File: src/rtl/a25_copro_pkg.sv
// Shared constants and types for the Amber 25 CP15 control block.
package a25_copro_pkg;

  // Coprocessor register numbers
  localparam logic [3:0] CRN_ID     = 4'd0;
  localparam logic [3:0] CRN_FLUSH  = 4'd1;
  localparam logic [3:0] CRN_CCTRL  = 4'd2;
  localparam logic [3:0] CRN_CACHE  = 4'd3;
  localparam logic [3:0] CRN_UPDATE = 4'd4;
  localparam logic [3:0] CRN_DISRPT = 4'd5;
  localparam logic [3:0] CRN_FSTAT  = 4'd6;
  localparam logic [3:0] CRN_FADDR  = 4'd7;
  localparam logic [3:0] CRN_STATUS = 4'd8;

  // Coprocessor operation codes
  localparam logic [1:0] OP_MRC = 2'd1;
  localparam logic [1:0] OP_MCR = 2'd2;

  // Bit positions in the status register
  localparam int unsigned STAT_OVF_BIT  = 31;
  localparam int unsigned STAT_TMO_BIT  = 30;
  localparam int unsigned STAT_BUSY_BIT = 29;

  typedef enum logic [0:0] {
    StIdle,
    StFlush
  } flush_state_e;

endpackage

File: src/rtl/a25_fault_fifo.sv
// Fault FIFO; a pop frees the slot a simultaneous push needs when full.
module a25_fault_fifo #(
  parameter int unsigned Depth = 4,
  parameter int unsigned Width = 40
) (
  input  logic                       clk_i,
  input  logic                       rst_ni,
  input  logic                       push_i,
  input  logic [Width-1:0]           wdata_i,
  input  logic                       pop_i,
  output logic [Width-1:0]           head_o,
  output logic                       full_o,
  output logic                       empty_o,
  output logic [$clog2(Depth):0]     count_o
);

  localparam int unsigned PtrW = $clog2(Depth);
  localparam int unsigned CntW = PtrW + 1;

  logic [Width-1:0] mem_q [Depth];
  logic [Width-1:0] mem_d [Depth];
  logic [PtrW-1:0]  wr_ptr_q, wr_ptr_d, rd_ptr_q, rd_ptr_d;
  logic [CntW-1:0]  count_q, count_d;
  logic             do_push, do_pop;

  assign full_o  = (count_q == CntW'(Depth));
  assign empty_o = (count_q == '0);
  assign count_o = count_q;
  assign head_o  = empty_o ? '0 : mem_q[rd_ptr_q];

  assign do_pop  = pop_i && !empty_o;
  assign do_push = push_i && (!full_o || do_pop);

  // Next-state for storage, pointers and occupancy
  always_comb begin
    mem_d    = mem_q;
    wr_ptr_d = wr_ptr_q;
    rd_ptr_d = rd_ptr_q;
    count_d  = count_q;
    if (do_push) begin
      mem_d[wr_ptr_q] = wdata_i;
      wr_ptr_d        = wr_ptr_q + 1'b1;
    end
    if (do_pop) begin
      rd_ptr_d = rd_ptr_q + 1'b1;
    end
    unique case ({do_push, do_pop})
      2'b10:   count_d = count_q + 1'b1;
      2'b01:   count_d = count_q - 1'b1;
      default: count_d = count_q;
    endcase
  end

  // FIFO state registers
  always_ff @(posedge clk_i or negedge rst_ni) begin
    if (!rst_ni) begin
      for (int i = 0; i < int'(Depth); i++) mem_q[i] <= '0;
      wr_ptr_q <= '0;
      rd_ptr_q <= '0;
      count_q  <= '0;
    end else begin
      mem_q    <= mem_d;
      wr_ptr_q <= wr_ptr_d;
      rd_ptr_q <= rd_ptr_d;
      count_q  <= count_d;
    end
  end

endmodule

File: src/rtl/a25_copro15_ctrl.sv
// CP15 register block: cache control, region masks, fault FIFO, flush handshake.
module a25_copro15_ctrl
  import a25_copro_pkg::*;
#(
  parameter int unsigned AREA_W        = 32,
  parameter int unsigned FAULT_DEPTH   = 4,
  parameter int unsigned FLUSH_TIMEOUT = 1024,
  parameter logic [31:0] ID_VALUE      = 32'h4156_0301
) (
  input  logic              i_clk,
  input  logic              i_rst_n,
  input  logic              i_core_stall,
  input  logic [3:0]        i_copro_crn,
  input  logic [1:0]        i_copro_operation,
  input  logic [31:0]       i_copro_write_data,
  input  logic              i_fault,
  input  logic [7:0]        i_fault_status,
  input  logic [31:0]       i_fault_address,
  input  logic              i_cache_flush_done,
  output logic [31:0]       o_copro_read_data,
  output logic              o_cache_enable,
  output logic              o_cache_flush,
  output logic              o_flush_busy,
  output logic [AREA_W-1:0] o_cacheable_area,
  output logic [AREA_W-1:0] o_updateable_area,
  output logic [AREA_W-1:0] o_disruptive_area,
  output logic              o_fault_pending
);

  localparam int unsigned CntW = $clog2(FAULT_DEPTH) + 1;
  localparam int unsigned TmrW = $clog2(FLUSH_TIMEOUT);

  logic              mcr, mrc, fifo_push, fifo_pop, fifo_full, fifo_empty;
  logic [39:0]       fifo_head;
  logic [CntW-1:0]   fifo_count;
  logic [2:0]        cache_control_q, cache_control_d;
  logic [AREA_W-1:0] cacheable_q, cacheable_d, updateable_q, updateable_d;
  logic [AREA_W-1:0] disruptive_q, disruptive_d;
  logic              overflow_q, overflow_d, timeout_q, timeout_d, timeout_set;
  logic [31:0]       read_data_q, read_data_d, read_mux, status;
  flush_state_e      state_q, state_d;
  logic [TmrW-1:0]   timer_q, timer_d;

  assign mcr       = !i_core_stall && (i_copro_operation == OP_MCR);
  assign mrc       = !i_core_stall && (i_copro_operation == OP_MRC);
  assign fifo_push = i_fault && !i_core_stall;
  assign fifo_pop  = mcr && (i_copro_crn == CRN_STATUS);

  a25_fault_fifo #(
    .Depth (FAULT_DEPTH),
    .Width (40)
  ) u_fault_fifo (
    .clk_i   (i_clk),
    .rst_ni  (i_rst_n),
    .push_i  (fifo_push),
    .wdata_i ({i_fault_status, i_fault_address}),
    .pop_i   (fifo_pop),
    .head_o  (fifo_head),
    .full_o  (fifo_full),
    .empty_o (fifo_empty),
    .count_o (fifo_count)
  );

  // Status word and read mux; reads see the pre-pop FIFO head
  always_comb begin
    status                = '0;
    status[STAT_OVF_BIT]  = overflow_q;
    status[STAT_TMO_BIT]  = timeout_q;
    status[STAT_BUSY_BIT] = (state_q != StIdle);
    status[CntW-1:0]      = fifo_count;
    read_mux              = '0;
    case (i_copro_crn)
      CRN_ID:     read_mux = ID_VALUE;
      CRN_CCTRL:  read_mux = {29'd0, cache_control_q};
      CRN_CACHE:  read_mux = 32'(cacheable_q);
      CRN_UPDATE: read_mux = 32'(updateable_q);
      CRN_DISRPT: read_mux = 32'(disruptive_q);
      CRN_FSTAT:  read_mux = {24'd0, fifo_head[39:32]};
      CRN_FADDR:  read_mux = fifo_head[31:0];
      CRN_STATUS: read_mux = status;
      default:    read_mux = '0;
    endcase
  end

  // Register-file next state; flag sets win over same-cycle clears
  always_comb begin
    cache_control_d = cache_control_q;
    cacheable_d     = cacheable_q;
    updateable_d    = updateable_q;
    disruptive_d    = disruptive_q;
    overflow_d      = overflow_q;
    timeout_d       = timeout_q;
    read_data_d     = mrc ? read_mux : read_data_q;
    if (mcr) begin
      case (i_copro_crn)
        CRN_CCTRL:  cache_control_d = i_copro_write_data[2:0];
        CRN_CACHE:  cacheable_d     = i_copro_write_data[AREA_W-1:0];
        CRN_UPDATE: updateable_d    = i_copro_write_data[AREA_W-1:0];
        CRN_DISRPT: disruptive_d    = i_copro_write_data[AREA_W-1:0];
        CRN_STATUS: begin
          if (i_copro_write_data[STAT_OVF_BIT]) overflow_d = 1'b0;
          if (i_copro_write_data[STAT_TMO_BIT]) timeout_d  = 1'b0;
        end
        default: ;
      endcase
    end
    // A pop in the same cycle makes room, so only an unpaired push overflows
    if (fifo_push && fifo_full && !fifo_pop) overflow_d = 1'b1;
    if (timeout_set) timeout_d = 1'b1;
  end

  // Register-file state
  always_ff @(posedge i_clk or negedge i_rst_n) begin
    if (!i_rst_n) begin
      cache_control_q <= '0;
      cacheable_q     <= '0;
      updateable_q    <= '0;
      disruptive_q    <= '0;
      overflow_q      <= 1'b0;
      timeout_q       <= 1'b0;
      read_data_q     <= '0;
    end else begin
      cache_control_q <= cache_control_d;
      cacheable_q     <= cacheable_d;
      updateable_q    <= updateable_d;
      disruptive_q    <= disruptive_d;
      overflow_q      <= overflow_d;
      timeout_q       <= timeout_d;
      read_data_q     <= read_data_d;
    end
  end

  // Flush FSM state and timeout counter
  always_ff @(posedge i_clk or negedge i_rst_n) begin
    if (!i_rst_n) begin
      state_q <= StIdle;
      timer_q <= '0;
    end else begin
      state_q <= state_d;
      timer_q <= timer_d;
    end
  end

  // Flush FSM next state; runs regardless of stall
  always_comb begin
    state_d     = state_q;
    timer_d     = timer_q;
    timeout_set = 1'b0;
    unique case (state_q)
      StIdle: begin
        if (mcr && (i_copro_crn == CRN_FLUSH) && cache_control_q[0]) begin
          state_d = StFlush;
          timer_d = '0;
        end
      end
      StFlush: begin
        if (i_cache_flush_done) begin
          state_d = StIdle;
        end else if (timer_q == TmrW'(FLUSH_TIMEOUT - 1)) begin
          state_d     = StIdle;
          timeout_set = 1'b1;
        end else begin
          timer_d = timer_q + 1'b1;
        end
      end
      default: state_d = StIdle;
    endcase
  end

  // Outputs
  always_comb begin
    o_cache_flush     = (state_q == StFlush);
    o_flush_busy      = (state_q != StIdle);
    o_copro_read_data = read_data_q;
    o_cache_enable    = cache_control_q[0];
    o_cacheable_area  = cacheable_q;
    o_updateable_area = updateable_q;
    o_disruptive_area = disruptive_q;
    o_fault_pending   = !fifo_empty;
  end

endmodule

File: config.mk
export PLATFORM = sky130hd
export DESIGN_NAME = a25_copro15_ctrl
export DESIGN_NICKNAME = d
export VERILOG_FILES = /design/src/rtl/a25_copro_pkg.sv /design/src/rtl/a25_fault_fifo.sv /design/src/rtl/a25_copro15_ctrl.sv
export SDC_FILE = /design/constraint.sdc
export NUM_CORES = 1
export LEC_CHECK = 0
export CAP_MARGIN = 30
export CORE_MARGIN = 1.5
export CORE_UTILIZATION = 30
export CTS_BUF_LIST = sky130_fd_sc_hd__clkbuf_8
export DETAILED_ROUTE_END_ITERATION = 10
export GPL_ROUTABILITY_DRIVEN = 1
export GPL_TIMING_DRIVEN = 0
export MAX_ROUTING_LAYER = met4
export PLACE_DENSITY = 0.5
export SLEW_MARGIN = 20
export SYNTH_ARGS = -nofsm -noshare
export SYNTH_HDL_FRONTEND = slang
export SYNTH_SLANG_ARGS = --single-unit
File: constraint.sdc
create_clock -name i_clk -period 4.1 [get_ports i_clk]
set_clock_uncertainty 0.05 [all_clocks]
set_input_delay 1.025 -clock i_clk [delete_from_list [all_inputs] [get_ports i_clk]]
set_output_delay 1.025 -clock i_clk [all_outputs]
set_load 0.02 [all_outputs]
# Yosys cells after proc, flatten, opt, wreduce, memory -nomap -nowiden
# Index checks and enable logic that the tools add are counted.
word_totals:
  ff_bits: 311
  out_inout_bits: 132
  elab_cells: 104
classes:
  n_addsub: 5
  muxes: 28
  n_reduce_logical: 32
  eq_ne: 17
  n_lt_le_gt_ge: 3
  bitwise_logic: 3
op_table:
  columns: ["operator", "count"]
  rows:
  - ["32-bit case mux with 8 select lines", 1]
  - ["160-bit bitwise mux", 1]
  - ["40-bit 2-to-1 mux", 4]
  - ["40-bit binary-select mux with 2-bit select", 1]
  - ["40-bit demux with 2-bit select", 1]
  - ["10-bit 2-to-1 mux", 3]
  - ["10-bit case mux with 2 select lines", 1]
  - ["4-bit by 3-bit equality test with 1-bit output (second input constant)", 4]
  - ["1-bit 2-to-1 mux", 14]
  - ["2-bit nonzero test", 7]
  - ["1-bit logical AND", 11]
  - ["10-bit by 1-bit adder with 10-bit output (second input constant)", 1]
  - ["10-bit equality test (second input constant)", 1]
  - ["3-bit AND reduction", 3]
  - ["4-bit by 2-bit equality test with 1-bit output (second input constant)", 2]
  - ["2-bit AND reduction", 4]
  - ["3-bit greater-or-equal comparator (second input constant)", 2]
  - ["2-bit inequality test (second input constant)", 3]
  - ["2-bit NOT with 3-bit output", 2]
  - ["3-bit case mux with 2 select lines", 1]
  - ["2-bit by 1-bit adder with 2-bit output (second input constant)", 2]
  - ["2-bit by 1-bit equality test with 1-bit output (second input constant)", 2]
  - ["2-bit equality test (second input constant)", 2]
  - ["4-bit by 1-bit equality test with 1-bit output (second input constant)", 1]
  - ["11 further kinds", 14]

# Logic depth before layout (Yosys ltp)
depth:
  word_depth: 8
  ltp_mapped: 10
  mapped_depth_nobuf: 9

# Modules after synthesis
# A second synthesis with hierarchy kept.
unflattened:
  hier_cells: 1011
  area_unflattened_um2: 14264.9
modules_own_cells:
  columns: ["mod", "cells_per_inst", "area_per_inst_um2", "instances"]
  rows:
  - ["a25_fault_fifo", 473, 7651.1, 1]
  - ["a25_copro15_ctrl", 538, 6613.8, 1]

# Worst setup path before layout
# Ideal clock, no wire load.
synth_path:
  path_kind: "input-to-reg"
  start: "in i_copro_crn[2]"
  end: "reg u_fault_fifo.count_q[2], in the netlist u_fault_fifo.count_o[2]"
  t_required_ns: 3.971
  slack_ns: 1.158
  arrival_time_ns: 2.813
  path_buffers: 1
  setup_ns: 0.079
  path_stages: 10
  cell_sequence: "buf_2 > and2b_1 > a31o_4 > nand2_1 > ha_1 > inv_1 > fa_1 > xor2_1 > nor2_1 > xor2_1"
synth_between:
  elab_chain_len: 7
  elab_cells_between_ends: 9
  classes_between: "3 x eq/ne; 1 x mux; 5 x reduce/logical"
synth_lines:
  columns: ["item", "line", "rtl"]
  rows:
  - ["start, declared", "a25_copro15_ctrl.sv:13", "input logic [3:0] i_copro_crn,"]
  - ["4-bit equality test *", "a25_copro15_ctrl.sv:47", "assign fifo_pop = mcr && (i_copro_crn == CRN_STATUS);"]
  - ["1-bit logical AND *", "a25_copro15_ctrl.sv:47", null]
  - ["1-bit logical AND *", "a25_fault_fifo.sv:31", "assign do_pop = pop_i && !empty_o;"]
  - ["1-bit logical OR", "a25_fault_fifo.sv:32", "assign do_push = push_i && (!full_o || do_pop);"]
  - ["1-bit logical AND", "a25_fault_fifo.sv:32", null]
  - ["2-bit by 1-bit equality test with 1-bit output or 2-bit equality test (tied branches)", "a25_fault_fifo.sv:47", "unique case ({do_push, do_pop})"]
  - ["3-bit case mux with 2 select lines or 2-bit nonzero test (tied branches)", null, null]
  - ["end signal, assigned", "a25_fault_fifo.sv:65", "count_q <= count_d;"]
  - ["end, declared", "a25_fault_fifo.sv:23", "logic [CntW-1:0] count_q, count_d;"]
# Every way passes the cells marked *; elsewhere a longest branch is shown, timed or not.
# A chain may end at the register's enable or synchronous reset.

# Worst setup path after layout
layout_path:
  start: "in i_core_stall"
  end: "reg u_fault_fifo.count_q[2], in the netlist u_fault_fifo.count_o[2]"
layout_between:
  elab_chain_len: 8
  elab_cells_between_ends: 11
  classes_between: "2 x eq/ne; 1 x mux; 8 x reduce/logical"
layout_lines:
  columns: ["item", "line", "rtl"]
  rows:
  - ["start, declared", "a25_copro15_ctrl.sv:12", "input logic i_core_stall,"]
  - ["1-bit zero test *", "a25_copro15_ctrl.sv:44", "assign mcr = !i_core_stall && (i_copro_operation == OP_MCR);"]
  - ["1-bit logical AND *", "a25_copro15_ctrl.sv:44", null]
  - ["1-bit logical AND *", "a25_copro15_ctrl.sv:47", null]
  - ["1-bit logical AND *", "a25_fault_fifo.sv:31", null]
  - ["via u_fault_fifo.do_pop", "a25_fault_fifo.sv:24", "logic do_push, do_pop;"]
  - ["1-bit logical OR", "a25_fault_fifo.sv:32", null]
  - ["1-bit logical AND", "a25_fault_fifo.sv:32", null]
  - ["2-bit by 1-bit equality test with 1-bit output or 2-bit equality test (tied branches)", "a25_fault_fifo.sv:47", null]
  - ["3-bit case mux with 2 select lines or 2-bit nonzero test (tied branches)", null, null]
# Mark *: on every way through the listed nets, which the timed path passes. The rest lies on a longest branch.

==> impl_results.md <==
- Largest family of logic cells by synthesized area: multiplexers
- Post-synthesis sequential area ratio: 54.9%
- Clock transition at path regs: 60 ps
- Total global routing overflow: 0
- Netlist cell types: 61
- Status: complete, no violations
- Crit path cell chain: clkdlybuf4s50_1, nor3b_2, and3_1, and2_1, ha_1, inv_1, fa_1, xor2_1, nor2_1, xor2_1
- Slew headroom: 47.2%
- Post-route design area: 18200 um^2
- Hpwl dp: 30400 um
- Sw power: 3.18 mW
- Clk root buf: clkbuf_8
- Number of core rows: 79
- Syn Nets: 1032
- Layout cell share with drive strength beyond 1: 26.8%
- Compound-Gate Fraction of Synth Area: 5.39%
- Critical Path Max Stage Delay: 600 ps
- Avg Vias per Cell: 4.93
- Crit Path Class: in2reg
- EDFF count, synth: 0
- Antenna viol nets, final: 0
- Post-synthesis mux area share: 30.7%
- Post-synthesis register bit count: 311
- Iter 0 DRT Violations: 582
- Setup repair bufs after CTS: 0
- Fmax: 0.302 GHz
- DR WL/cell: 22.6 um
- Buffers from clock root to sink, at most: 3
- RePlAce Congestion: 0.805
- Final setup TNS: 0 ps
- Crit. End Element: flip-flop
- Die area: 48600 um^2
- Total number of vias: 9182
- Minimum clock period: 3310 ps
- Period utilisation layout: 80.6%
- Initial antenna violation count: 5
- Fin. Hold Viols: 0
- Worst Path Max Fanout: 8
- Max cap viols: 0
- Vias in the first global route: 9761
- TritonCTS clock tree: yes
- Gr usage total: 18.0%
- Setup slack after layout: 793 ps
- Worst slack, placed: 188 ps
- Pin count of the biggest net entering global routing: 96
- Sequential group share of total power: 44.1%
- Placed inst area: 17200 um^2
- R2R setup slack: 1720 ps
- Worst-Margin Slew: 788 ps
- # port buffers: 214
- RSZ-0062 raised after global routing: false
- Async set-or-reset flop fraction in the synthesized netlist: 100%
- Post-Synth XOR/XNOR Area: 0.494%
- Core area: 46600 um^2
- Synth warn: 0
- Drt pass-1 iters: 6
- Initial core utilization: 30.4%
- Post-CTS sizing: 0
- Leakage: 7.99 nW
- Power Density: 576 nW/um^2
- Most common cell after layout, fill and taps aside: dfrtp_1
- Area grow syn2layout: 28.4%
- Die Wd: 220 um
- Internal: 7.31 mW
- WP data arrival: 3810 ps
- Switch share: 30.3%
- CTS hold repair buffers: 0
- Post-Synth Adder-Cell Area: 0.671%
- # fillers: 4415
- Synth Flop Type: dfrtp_1
- Pins Over Slew Limit: 0
- Mapped cell area: 14200 um^2
- Slowest stage cell on the critical path: nor3b_2
- Final #Nets: 1307
- Setup violators final: 0
- Peak supply drop: 0.248 mV
- Post-Syn Instances: 942
- Clk_lat worst skew: 630 ps
- Share of total power in the clock network: 25.9%
- Die height: 220 um
- Commonest non-fill, non-tap cells in the layout: 311 x dfrtp_1, 213 x clkdlybuf4s50_1, 128 x mux2_2
- Hold WS: 304 ps
- Startpoint types: primary input
- CTS buffer count: 55
- Logic gate share of total power: 30.0%
- Number of H-tree levels: 2
- CTS Sinks: 311
- Num ports: 215
- First-pass GRT wire length: 63000 um
- DRT Wirelength: 42000 um
- Avg Inst Size Synth: 15.0 um^2
- Synth Area in Simple Gates: 4.59%
- Post-layout util: 39.1%
- Most used cell, CP: xor2_1
- Worst hold path type: in2async
- Post-route DRC violation count: 0
- Critical Path RT: 4610 ps
==> per-layer routing <==
| layer | track usage [%] | vias to the layer above | share of wire, % |
|---|---|---|---|
| met5 | - | - | 0 |
| met4 | 5.78 | 0 | 2.3 |
| met3 | 3.12 | 65 | 5.0 |
| met2 | 27.5 | 247 | 46 |
| met1 | 24.2 | 4761 | 46 |
| li1 | - | 4109 | - |
==> power groups by stage <==
stage          Clock (mW)  Combinational, mW  Sequential [mW]
2_1_floorplan           0               1.91             4.69
3_3_place_gp            0               3.13             4.66
3_5_place_dp            0               3.20             4.67
4_1_cts              2.84               3.20             4.63
5_1_grt              2.96               3.39             4.76
6_report             2.72               3.15             4.63
==> cells in the mapped netlist, types with 8 or more instances <==
cell | number | area share [%]
mux2_1 | 121 | 9.6
a21oi_1 | 12 | 0.42
inv_1 | 8 | 0.21
a222oi_1 | 27 | 1.9
buf_6 | 19 | 1.5
dfrtp_1 | 311 | 55
mux2_4 | 39 | 4.1
o21ai_0 | 20 | 0.71
nor2_1 | 17 | 0.45
nand3_1 | 9 | 0.32
a22o_1 | 10 | 0.62
mux4_2 | 36 | 5.7
nand2_1 | 34 | 0.90
buf_2 | 21 | 0.74
mux2_2 | 128 | 10
clkbuf_1 | 15 | 0.40
nand2b_1 | 9 | 0.40
==> through the flow <==
step / power, mW / instances
floorplan: 6.60 / 942
global placement: 7.80 / 1763
detailed placement: 7.87 / 1767
CTS: 10.7 / 1859
global route: 11.1 / 1863
finish: 10.5 / 1863
==> area by class of cell <==
cell class	instances	area (um^2)	share of cell area [%]
clock inverters	25	97.6	0.536
well taps	607	759	4.17
plain buffers	63	433	2.38
flip-flops and latches	311	7780	42.7
diodes	4	10.0	0.0550
repair buffers	218	2240	12.3
multi-input cells	559	5930	32.5
inverters	9	33.8	0.186
clock buffers	67	922	5.07
==> worst max-delay path: cells and delay by family <==
family	cells	cell delay [ps]
simple gates	4	1350
xor+xnor	2	300
buf+inv	2	570
fa+ha+maj	2	570
==> cells by family after synthesis <==
group / Yosys count
mux: 332
flops: 311
simple gates: 111
compound gates: 101
buf+inv: 72
xor+xnor: 8
fa+ha+maj: 7
==> flip-flops by register name, indices dropped and copies added (netlist names) <==
register / flops
o_cache_flush: 1
o_disruptive_area: 32
timer_q: 10
u_fault_fifo.count_o: 3
cache_control_q: 3
overflow_q: 1
o_updateable_area: 32
timeout_q: 1
u_fault_fifo.mem_q: 160
u_fault_fifo.rd_ptr_q: 2
u_fault_fifo.wr_ptr_q: 2
o_copro_read_data: 32
o_cacheable_area: 32
==> final timing paths <==
| path | end | cells after the start | from |
|---|---|---|---|
| max in group asynchronous | u_fault_fifo.mem_q[47] | 3 | i_rst_n |
| hold / removal | o_disruptive_area[12] | 1 | i_rst_n |
| setup reg to reg | u_fault_fifo.count_o[2] | 9 | u_fault_fifo.count_o[1] |
| min in group i_clk | u_fault_fifo.mem_q[69] | 1 | u_fault_fifo.mem_q[69] |
| setup / recovery | u_fault_fifo.count_o[2] | 10 | i_core_stall |
| hold reg to reg | u_fault_fifo.mem_q[69] | 1 | u_fault_fifo.mem_q[69] |
Power figures use the tool's default switching activity.
==> RTL edit (config.mk and constraints unchanged) <==
`FLUSH_TIMEOUT`: 1024 -> 2048.
--- a/src/rtl/a25_copro15_ctrl.sv
+++ b/src/rtl/a25_copro15_ctrl.sv
@@ -5,5 +5,5 @@
   parameter int unsigned AREA_W        = 32,
   parameter int unsigned FAULT_DEPTH   = 4,
-  parameter int unsigned FLUSH_TIMEOUT = 1024,
+  parameter int unsigned FLUSH_TIMEOUT = 2048,
   parameter logic [31:0] ID_VALUE      = 32'h4156_0301
 ) (
Behaviour: no difference found for any inputs over 4 cycles, from zero or initial values and one cycle with i_rst_n low; that may be too few to reach the edited logic, so the function may still have changed.
==> RTL edit against the unedited design <==
- routed wire length increased by 1.4%
- worst hold slack got worse by 0.053 ns
- maximum frequency decreased by 8.7%
- sequential cell count increased by 1
- power increased by 1.6%
- worst setup slack got worse by 0.31 ns
- largest cell class unchanged
- global-route usage increased by 0.44 points
- area after synthesis decreased by 0.16%
- final area increased by 0.37%
==> RTL edit: results (changes against the unedited design) <==
GLOBAL ROUTING
-----------------------------------------------------------------------------
Maximum number of pins on one net before global-route repair               97   +1.0%
Global-route usage over all layers                                     0.1843   +0.004448
Number of global-route vias before repair                               9,960   +2.0%
Global-route wire length before repair                           64,430 microns   +2.3%

SYNTHESIS
-----------------------------------------------------------------------------
Adder-cell area share of the yosys netlist                           0.006719   +0.00001068
Share of cell area taken by muxes after synthesis                      0.2849   -0.02161
Post-synthesis share of cell area spent on xor and xnor gates        0.004332   -0.0006110
Portion of the post-synthesis area used by sequential elements         0.5517   +0.002642
Biggest area contributors in the synthesized netlist             sky130_fd_sc_hd__dfrtp_1 55%, sky130_fd_sc_hd__mux2_2 19%, sky130_fd_sc_hd__mux4_2 6.4%
Syn nets                                                                1,058   +2.5%
Compound-Gate Fraction of Synth Area                                  0.06763   +0.01370

CLOCKING
-----------------------------------------------------------------------------
Latest clock arrival within the worst-skew pair                       0.65 ns   +0.02 ns
Clock buffer count from CTS                                                56   +1.8%

SETUP PATH
-----------------------------------------------------------------------------
Critical path data arrival time                                       4.14 ns   +0.33 ns
Delay of the slowest cell on the worst path                           0.86 ns   +0.26 ns
Slowest cell on crit path                                        sky130_fd_sc_hd__nor4b_1
Launching point of the worst reg2reg path                        u_fault_fifo.rd_ptr_q[1]$_DFFE_PN0P_
Crit Path Max Fanout                                                       10   +2

PWR
-----------------------------------------------------------------------------
Pleak                                                                7.827 nW   -2.1%
Worst supply voltage drop on vdd                                  0.0002276 V   -8.2%

PLACED DESIGN
-----------------------------------------------------------------------------
Placed cell areas                                                17,130 sq um   -0.25%
Number of buffer cells added on primary ports                             212   -0.93%
Placer congestion estimate                                             0.7862   -2.3%
Sum of net half-perimeters after detailed placement              30,680 microns   +0.91%
Pre-CTS setup slack                                                -0.1157 ns   -0.3034 ns

CELLS AND AREA
-----------------------------------------------------------------------------
Fraction of final layout cells sized beyond drive strength 1           0.3414   +0.07382

STATUS
-----------------------------------------------------------------------------
Run status                                                          completed

ROUTE
-----------------------------------------------------------------------------
Post-detailed-routing wire length                                42,620 microns   +1.4%
DR vias                                                                 9,383   +2.2%
Length of the first detailed-routing pass in iterations                     5   -1

TIMING
-----------------------------------------------------------------------------
Final critical path time including I/O delays and setup              3.621 ns   +0.3145 ns
Slew at the pin closest to its max-slew limit                       0.9397 ns   +0.1513 ns
Min Hold Slack                                                      0.2505 ns   -0.05329 ns

[RTL edit: area by class of cell]
type | count | area, sq um
Antenna cell | 5 | 12.51
Multi-Input combinational cell | 582 | 5932
Fill cell | 4396 | 28280
Clock buffer | 73 | 1005
Buffer | 66 | 389.1
Clock inverter | 24 | 106.4
Tap cell | 607 | 759.5
Sequential cell | 312 | 7807
Timing Repair Buffer | 218 | 2231
Inverter | 8 | 30.03
[RTL edit: report_power, final]
part           total [W]  switching, W  leakage [nW]  internal (W)
combinational    0.00313       0.00133          3.23       0.00180
clock            0.00289       0.00131         0.653       0.00158
sequential       0.00465      0.000561          3.94       0.00409
[RTL edit: through the flow]
stage,TNS [ns],instances
4_1_cts,0,1888
2_1_floorplan,0,968
6_report,0,1895
5_1_grt,0,1893
3_5_place_dp,-0.1157,1791
3_3_place_gp,-3817.80,1787
[RTL edit: worst reg2reg max path, stage by stage, from the launching register on]
cell and delay [ns]:
sky130_fd_sc_hd__dfrtp_1 0.32, sky130_fd_sc_hd__clkbuf_1 0.29, sky130_fd_sc_hd__buf_2 0.42, sky130_fd_sc_hd__buf_1 0.64, sky130_fd_sc_hd__mux4_2 0.48, sky130_fd_sc_hd__a221oi_1 0.33, sky130_fd_sc_hd__a21oi_1 0.11
[RTL edit: metal layers]
| layer | up-vias | track usage | part of all wire |
|---|---|---|---|
| li1 | 4205 | - | - |
| met1 | 4889 | 0.2461 | 0.46 |
| met2 | 222 | 0.2796 | 0.47 |
| met3 | 67 | 0.03285 | 0.046 |
| met4 | 0 | 0.06825 | 0.026 |
| met5 | - | - | 0 |
